$ cat src/rtl/gray_to_binary_arbiter.sv
// Purpose: round-robin share of one Gray-to-binary converter among NUM_REQ requesters.
// Latency: 1 cycle from acceptance to Rsp_Valid_Out; one result per cycle when drained.
// Backpressure: while the result is held and Rsp_Ready_In is low, no requester is granted.
//
// Ports:
//   Clock_In, Reset_n_In       clock and asynchronous active-low reset
//   Enable_In                  gates new grants; a held result still drains
//   Req_Valid_In/Req_Data_In   per-requester valid and Gray word (requester i at [i*DATA_WIDTH +: DATA_WIDTH])
//   Req_Ready_Out              one-hot grant, combinational
//   Rsp_Valid_Out/Rsp_Ready_In output register handshake
//   Rsp_Data_Out/Rsp_Id_Out    binary result and originating requester index
module gray_to_binary_arbiter #(
   parameter  int NUM_REQ    = 4,
   parameter  int DATA_WIDTH = 32,
   localparam int ID_WIDTH   = $clog2(NUM_REQ)
) (
   input  logic                          Clock_In,
   input  logic                          Reset_n_In,
   input  logic                          Enable_In,
   input  logic [NUM_REQ-1:0]            Req_Valid_In,
   input  logic [NUM_REQ*DATA_WIDTH-1:0] Req_Data_In,
   output logic [NUM_REQ-1:0]            Req_Ready_Out,
   output logic                          Rsp_Valid_Out,
   input  logic                          Rsp_Ready_In,
   output logic [DATA_WIDTH-1:0]         Rsp_Data_Out,
   output logic [ID_WIDTH-1:0]           Rsp_Id_Out
);

   typedef enum logic {
      EMPTY = 1'b0,
      FULL  = 1'b1
   } state_t;

   state_t                state_q;
   state_t                state_d;
   logic [ID_WIDTH-1:0]   rr_ptr_q;
   logic                  can_accept;
   logic                  grant_vld;
   logic [ID_WIDTH-1:0]   grant_idx;
   logic [DATA_WIDTH-1:0] gray_sel;
   logic [DATA_WIDTH-1:0] bin_sel;

   // The output slot frees up in the same cycle the consumer takes the
   // current result, so a new grant can overlap the drain with no bubble.
   always_comb begin
      can_accept = Enable_In & ((state_q == EMPTY) | Rsp_Ready_In);
   end

   // Round-robin search starting at the pointer and wrapping at NUM_REQ.
   always_comb begin
      int                  cand_int;
      logic [ID_WIDTH-1:0] cand;
      grant_vld = 1'b0;
      grant_idx = '0;
      cand_int  = 0;
      cand      = '0;
      if (can_accept) begin
         for (int k = 0; k < NUM_REQ; k++) begin
            cand_int = int'(rr_ptr_q) + k;
            if (cand_int >= NUM_REQ) begin
               cand_int = cand_int - NUM_REQ;
            end
            cand = ID_WIDTH'(cand_int);
            if (!grant_vld && Req_Valid_In[cand]) begin
               grant_vld = 1'b1;
               grant_idx = cand;
            end
         end
      end
   end

   // Ready is held low for the whole time reset is asserted, not just
   // from the next edge, so no requester sees a phantom acceptance.
   always_comb begin
      Req_Ready_Out = '0;
      if (Reset_n_In && grant_vld) begin
         Req_Ready_Out[grant_idx] = 1'b1;
      end
   end

   always_comb begin
      gray_sel = '0;
      for (int i = 0; i < NUM_REQ; i++) begin
         if (grant_idx == ID_WIDTH'(i)) begin
            gray_sel = Req_Data_In[i*DATA_WIDTH +: DATA_WIDTH];
         end
      end
   end

   // Binary bit k is the XOR of all Gray bits from the MSB down to k.
   // Written as a reduction of the shifted word to keep the logic acyclic.
   always_comb begin
      bin_sel = '0;
      for (int k = 0; k < DATA_WIDTH; k++) begin
         bin_sel[k] = ^(gray_sel >> k);
      end
   end

   always_comb begin
      state_d = state_q;
      case (state_q)
         EMPTY: begin
            if (grant_vld) begin
               state_d = FULL;
            end
         end
         FULL: begin
            if (Rsp_Ready_In && !grant_vld) begin
               state_d = EMPTY;
            end
         end
         default: state_d = EMPTY;
      endcase
   end

   always_ff @(posedge Clock_In or negedge Reset_n_In) begin
      if (!Reset_n_In) begin
         state_q <= EMPTY;
      end else begin
         state_q <= state_d;
      end
   end

   always_ff @(posedge Clock_In or negedge Reset_n_In) begin
      if (!Reset_n_In) begin
         Rsp_Data_Out <= '0;
         Rsp_Id_Out   <= '0;
         rr_ptr_q     <= '0;
      end else if (grant_vld) begin
         Rsp_Data_Out <= bin_sel;
         Rsp_Id_Out   <= grant_idx;
         rr_ptr_q     <= (grant_idx == ID_WIDTH'(NUM_REQ - 1)) ? '0 : grant_idx + 1'b1;
      end
   end

   assign Rsp_Valid_Out = (state_q == FULL);

endmodule

$ cat config.mk
export PLATFORM = sky130hd
export DESIGN_NAME = gray_to_binary_arbiter
export DESIGN_NICKNAME = d
export VERILOG_FILES = /design/src/rtl/gray_to_binary_arbiter.sv
export SDC_FILE = /design/constraint.sdc
export NUM_CORES = 1
export LEC_CHECK = 0
export CAP_MARGIN = 10
export CORE_MARGIN = 1
export CORE_UTILIZATION = 39
export CTS_CLUSTER_DIAMETER = 40
export DETAILED_ROUTE_END_ITERATION = 10
export PLACE_DENSITY_LB_ADDON = 0.2
export SETUP_SLACK_MARGIN = 0.5
export SLEW_MARGIN = 20
export SYNTH_ARGS = -nofsm -noshare
export SYNTH_HDL_FRONTEND = slang
export SYNTH_SLANG_ARGS = --single-unit
export TNS_END_PERCENT = 50
$ cat constraint.sdc
create_clock -name Clock_In -period 6.8 [get_ports Clock_In]
set_clock_uncertainty 0.15 [all_clocks]
set_input_delay 2.04 -clock Clock_In [delete_from_list [all_inputs] [get_ports Clock_In]]
set_output_delay 2.04 -clock Clock_In [all_outputs]
set_load 0.005 [all_outputs]
==> results.tsv <==
stage	metric	value	unit
route	drt-total-wl	11060	um
logic_synthesis	synth_top_cell_area_share	0.2990	
global_route	grt_antenna_before_repair	0	
worst_setup_path	cpLargestDelayFamily	buffers and inverters	
clocking	post_cts_hold_buffer_count	0	
die	fp.dieArea	8301	um2
timing	setup_violations	0	
global_route	grt_pass1_wl	17610	um
cells_and_area	final-seq-area	925.9	um2
timing	timing_worst_slew_pin_value	656.0	ps
timing	timing.slew.headroom	0.5595	
clocking	path_clk_slew	70	ps
timing	setup-tns-final	0	ps
clocking	clock_path_buffers	2	
route	vias	3626	
power_and_ir_drop	p_leak	2.381	nW
worst_setup_path	worst-endpoint-required	4610	ps
logic_synthesis	synth.largest_area_cell	sky130_fd_sc_hd__dfrtp_1	
place	place.gp.congestion	0.8376	
clocking	numCtsBuffers	5	
logic_synthesis	top_flip_flop_cell_by_instance_count_after_synthesis	sky130_fd_sc_hd__dfrtp_1	
logic_synthesis	syn_area_per_cell	8.370	um2
route	drt_first_pass_iters	6	
cells_and_area	area_delta_synth_final	80.93	%
route	detail-route-antenna-nets	0	
worst_setup_path	critical-path-top-cell-by-count	sky130_fd_sc_hd__buf_4	
logic_synthesis	post_synth_instance_area	3097	um2
logic_synthesis	ys.warnings.count	0	
worst_setup_path	critical-path-slowest-cell	sky130_fd_sc_hd__a221oi_2	
cells_and_area	fin_cells	693	
global_route	gr-total-overflow	0	
die	floorplan.core_area	7687	um2
logic_synthesis	synth_fp_nets	510	
timing	fmax	0.1617	GHz
timing	fin_crit	6183	ps
logic_synthesis	number_of_different_library_cells_in_the_post_synthesis_netlist	51	
route	vias_per_cell	5.232	
die	floorplan.rows	32	
power_and_ir_drop	vdd.ir_drop.worst	545.8	uV
logic_synthesis	ys_seq_area_frac	0.2990	
outcome	run_status	finished clean	
die	initial_utilization	0.4028	
global_route	via_count_of_the_first_global_routing_pass	3578	
global_route	globalRouteTotalUtil	0.2651	
cells_and_area	insertedDiodeCount	0	
place	dpl.cell_count	663	
clocking	clock-sinks	37	
cells_and_area	multiInputGateArea	2162	um2
worst_setup_path	timing.critical_path.buf_inv	7	
worst_setup_path	criticalPathCategory	in -> out	
route	routed_wire_length_per_instance	15.96	um
logic_synthesis	proportion_of_synthesized_flip_flops_having_asynchronous_set_or_reset	1.000	
worst_setup_path	critPathMaxFanout	13	
timing	slew_viol_final	0	
die	die_y	91.11	um
timing	final.period_utilization	0.9093	
run	cap_violations	0	
global_route	grt_max_degree	63	
logic_synthesis	netlist_top_cells_area	sky130_fd_sc_hd__dfrtp_1, sky130_fd_sc_hd__nand2_1, sky130_fd_sc_hd__a221oi_1, sky130_fd_sc_hd__xnor2_1, sky130_fd_sc_hd__o21ai_0	
logic_synthesis	syn-instance-count	370	
worst_setup_path	ff2ff_setup_slack	2070	ps
worst_setup_path	setup.worst_path.start_class	input port	
die	pin_count	175	
place	place.detailed.hpwl	8620	um
worst_setup_path	wp_data_arrival	3990	ps
clocking	cts_root_buf	sky130_fd_sc_hd__clkbuf_8	
worst_setup_path	worstPathCellList	clkbuf_2, inv_2, a21oi_1, nor2_1, o21ai_0, a221oi_2, buf_4, clkinvlp_4, ha_4, buf_4, buf_12, and3_1, dlygate4sd2_1	
route	dr.first_iter.drc_count	202	
die	die_width	91.11	um
logic_synthesis	number_of_synthesized_flops_with_an_enable_pin	0	
power_and_ir_drop	cellPowerDensity	616.4	nW/um2
cells_and_area	final_net_count	730	
route	detail_route.drc_violations	0	
worst_setup_path	cp-end-kind	output pin	
clocking	tritoncts	yes	
timing	finalHoldViolations	0	
cells_and_area	post_route_cells_drive_above_1_share	0.2166	
clocking	clock_latency	290	ps
timing	rsz_0062_raised_after_global_routing	no	
worst_hold_path	min-delay-path-class	reg -> reg	
logic_synthesis	synth.ff_latch_count	37	
cells_and_area	nFillCells	590	
worst_setup_path	worst_path_largest_cell_delay	280	ps
clocking	cts.htree.levels	2	
place	portBuffers	174	
==> worst reg2reg max path: cells and delay by family, from the launching register on <==
family | cells | cell delay, ps
buf+inv | 3 | 580
xor+xnor | 6 | 1950
compound gates | 5 | 890
fa+ha+maj | 1 | 220
flops | 1 | 450
simple gates | 3 | 370
==> state kept, by name, summed over array words and instances (netlist names) <==
name,cells
Rsp_Data_Out,32
Rsp_Valid_Out,1
Rsp_Id_Out,2
rr_ptr_q,2
==> what timing repair did <==
item,CTS,global route
cloned,2,0
buffers inserted,11,9
gates resized for setup,39,22
pin swaps,11,14
endpoints found under the setup margin,15,17
==> report_power, final <==
part	internal [mW]	switching [mW]
combinational	1.59	1.31
clock	0.0710	0.0776
sequential	0.343	0.0595
total	2.00	1.45
==> per-layer routing <==
layer,share of wire,track usage
met5,0,0
met2,0.51,0.4754
met3,0.060,0.02680
met4,0.0083,0.04630
met1,0.42,0.3482
==> synth_stat cells, types with 2 or more instances <==
cell type                  number
sky130_fd_sc_hd__xor2_2         2
sky130_fd_sc_hd__nor2_1        36
sky130_fd_sc_hd__nand3_1        5
sky130_fd_sc_hd__nand2b_1       2
sky130_fd_sc_hd__xnor2_1       20
sky130_fd_sc_hd__xnor3_1        2
sky130_fd_sc_hd__inv_1          5
sky130_fd_sc_hd__o22ai_1       16
sky130_fd_sc_hd__buf_2          6
sky130_fd_sc_hd__ha_1           4
sky130_fd_sc_hd__nand3b_1       3
sky130_fd_sc_hd__o21ai_1        5
sky130_fd_sc_hd__xor2_1        17
sky130_fd_sc_hd__and3_1         4
sky130_fd_sc_hd__mux2i_1        3
sky130_fd_sc_hd__a21oi_1       16
sky130_fd_sc_hd__a221o_1        2
sky130_fd_sc_hd__buf_6          4
sky130_fd_sc_hd__a221oi_2       2
sky130_fd_sc_hd__o22a_1         2
sky130_fd_sc_hd__clkbuf_1      15
sky130_fd_sc_hd__o21ai_0       31
sky130_fd_sc_hd__dfrtp_1       37
sky130_fd_sc_hd__nand2_1       64
sky130_fd_sc_hd__buf_4          2
sky130_fd_sc_hd__xnor2_4        2
sky130_fd_sc_hd__nor3_1        11
sky130_fd_sc_hd__xnor2_2        4
sky130_fd_sc_hd__a221oi_1      21
sky130_fd_sc_hd__a22oi_1        6
==> stage by stage <==
step	utilization	hold slack (ps)	worst slack, ps	instance area, um2	power (mW)
detailed placement	0.6737	313.0	-96.82	5179	3.069
floorplan	-	319.8	528.0	3105	2.221
global placement	0.6737	307.3	57.90	5179	2.990
global route	0.7288	356.5	483.8	5603	3.717
CTS	0.7145	330.8	475.2	5493	3.332
finish	0.7288	325.9	616.7	5603	3.453
==> path summary, 6_finish.rpt <==
kind	from	end	cells after the start
setup / recovery	Req_Valid_In[0]	Req_Ready_Out[1]	13
hold / removal	Rsp_Data_Out[20]$_DFFE_PN0P_	Rsp_Data_Out[20]$_DFFE_PN0P_	2
setup reg to reg	rr_ptr_q[1]$_DFFE_PN0P_	Rsp_Data_Out[3]$_DFFE_PN0P_	18
hold reg to reg	Rsp_Data_Out[20]$_DFFE_PN0P_	Rsp_Data_Out[20]$_DFFE_PN0P_	2
max in group asynchronous	Reset_n_In	Rsp_Data_Out[20]$_DFFE_PN0P_	2
min in group asynchronous	Reset_n_In	Rsp_Data_Out[5]$_DFFE_PN0P_	1
==> cell usage in the layout, fill, tap and decap left out, types with 4 or more instances in the layout <==
master,instances
sky130_fd_sc_hd__buf_4,57
sky130_fd_sc_hd__clkbuf_2,4
sky130_fd_sc_hd__xnor2_2,5
sky130_fd_sc_hd__a221oi_2,10
sky130_fd_sc_hd__o21ai_0,29
sky130_fd_sc_hd__a22oi_1,5
sky130_fd_sc_hd__nand3_1,5
sky130_fd_sc_hd__o22ai_1,16
sky130_fd_sc_hd__nor2_1,33
sky130_fd_sc_hd__xnor2_1,19
sky130_fd_sc_hd__clkbuf_8,5
sky130_fd_sc_hd__nor3_1,11
sky130_fd_sc_hd__o21ai_1,7
sky130_fd_sc_hd__a21oi_1,14
sky130_fd_sc_hd__xor2_1,16
sky130_fd_sc_hd__dfrtp_1,37
sky130_fd_sc_hd__a221oi_1,13
sky130_fd_sc_hd__buf_6,4
sky130_fd_sc_hd__clkdlybuf4s50_1,163
sky130_fd_sc_hd__nand2_1,63
==> logic make-up after synthesis <==
kind of cell / synth area share
compound gates: 0.2578
xor+xnor: 0.1762
fa+ha+maj: 0.01616
buf+inv: 0.05454
flops: 0.2990
mux: 0.01333
simple gates: 0.1830
==> cell type report <==
cell class / instances / share of cell area
clock buffer: 6 / 0.01295
clock inverter: 2 / 0.001787
sequential: 37 / 0.1653
multi-input combinational: 301 / 0.3859
inverter: 6 / 0.004690
tap: 102 / 0.02278
timing repair buffer: 239 / 0.4067
(Power assumes the default switching activity.)
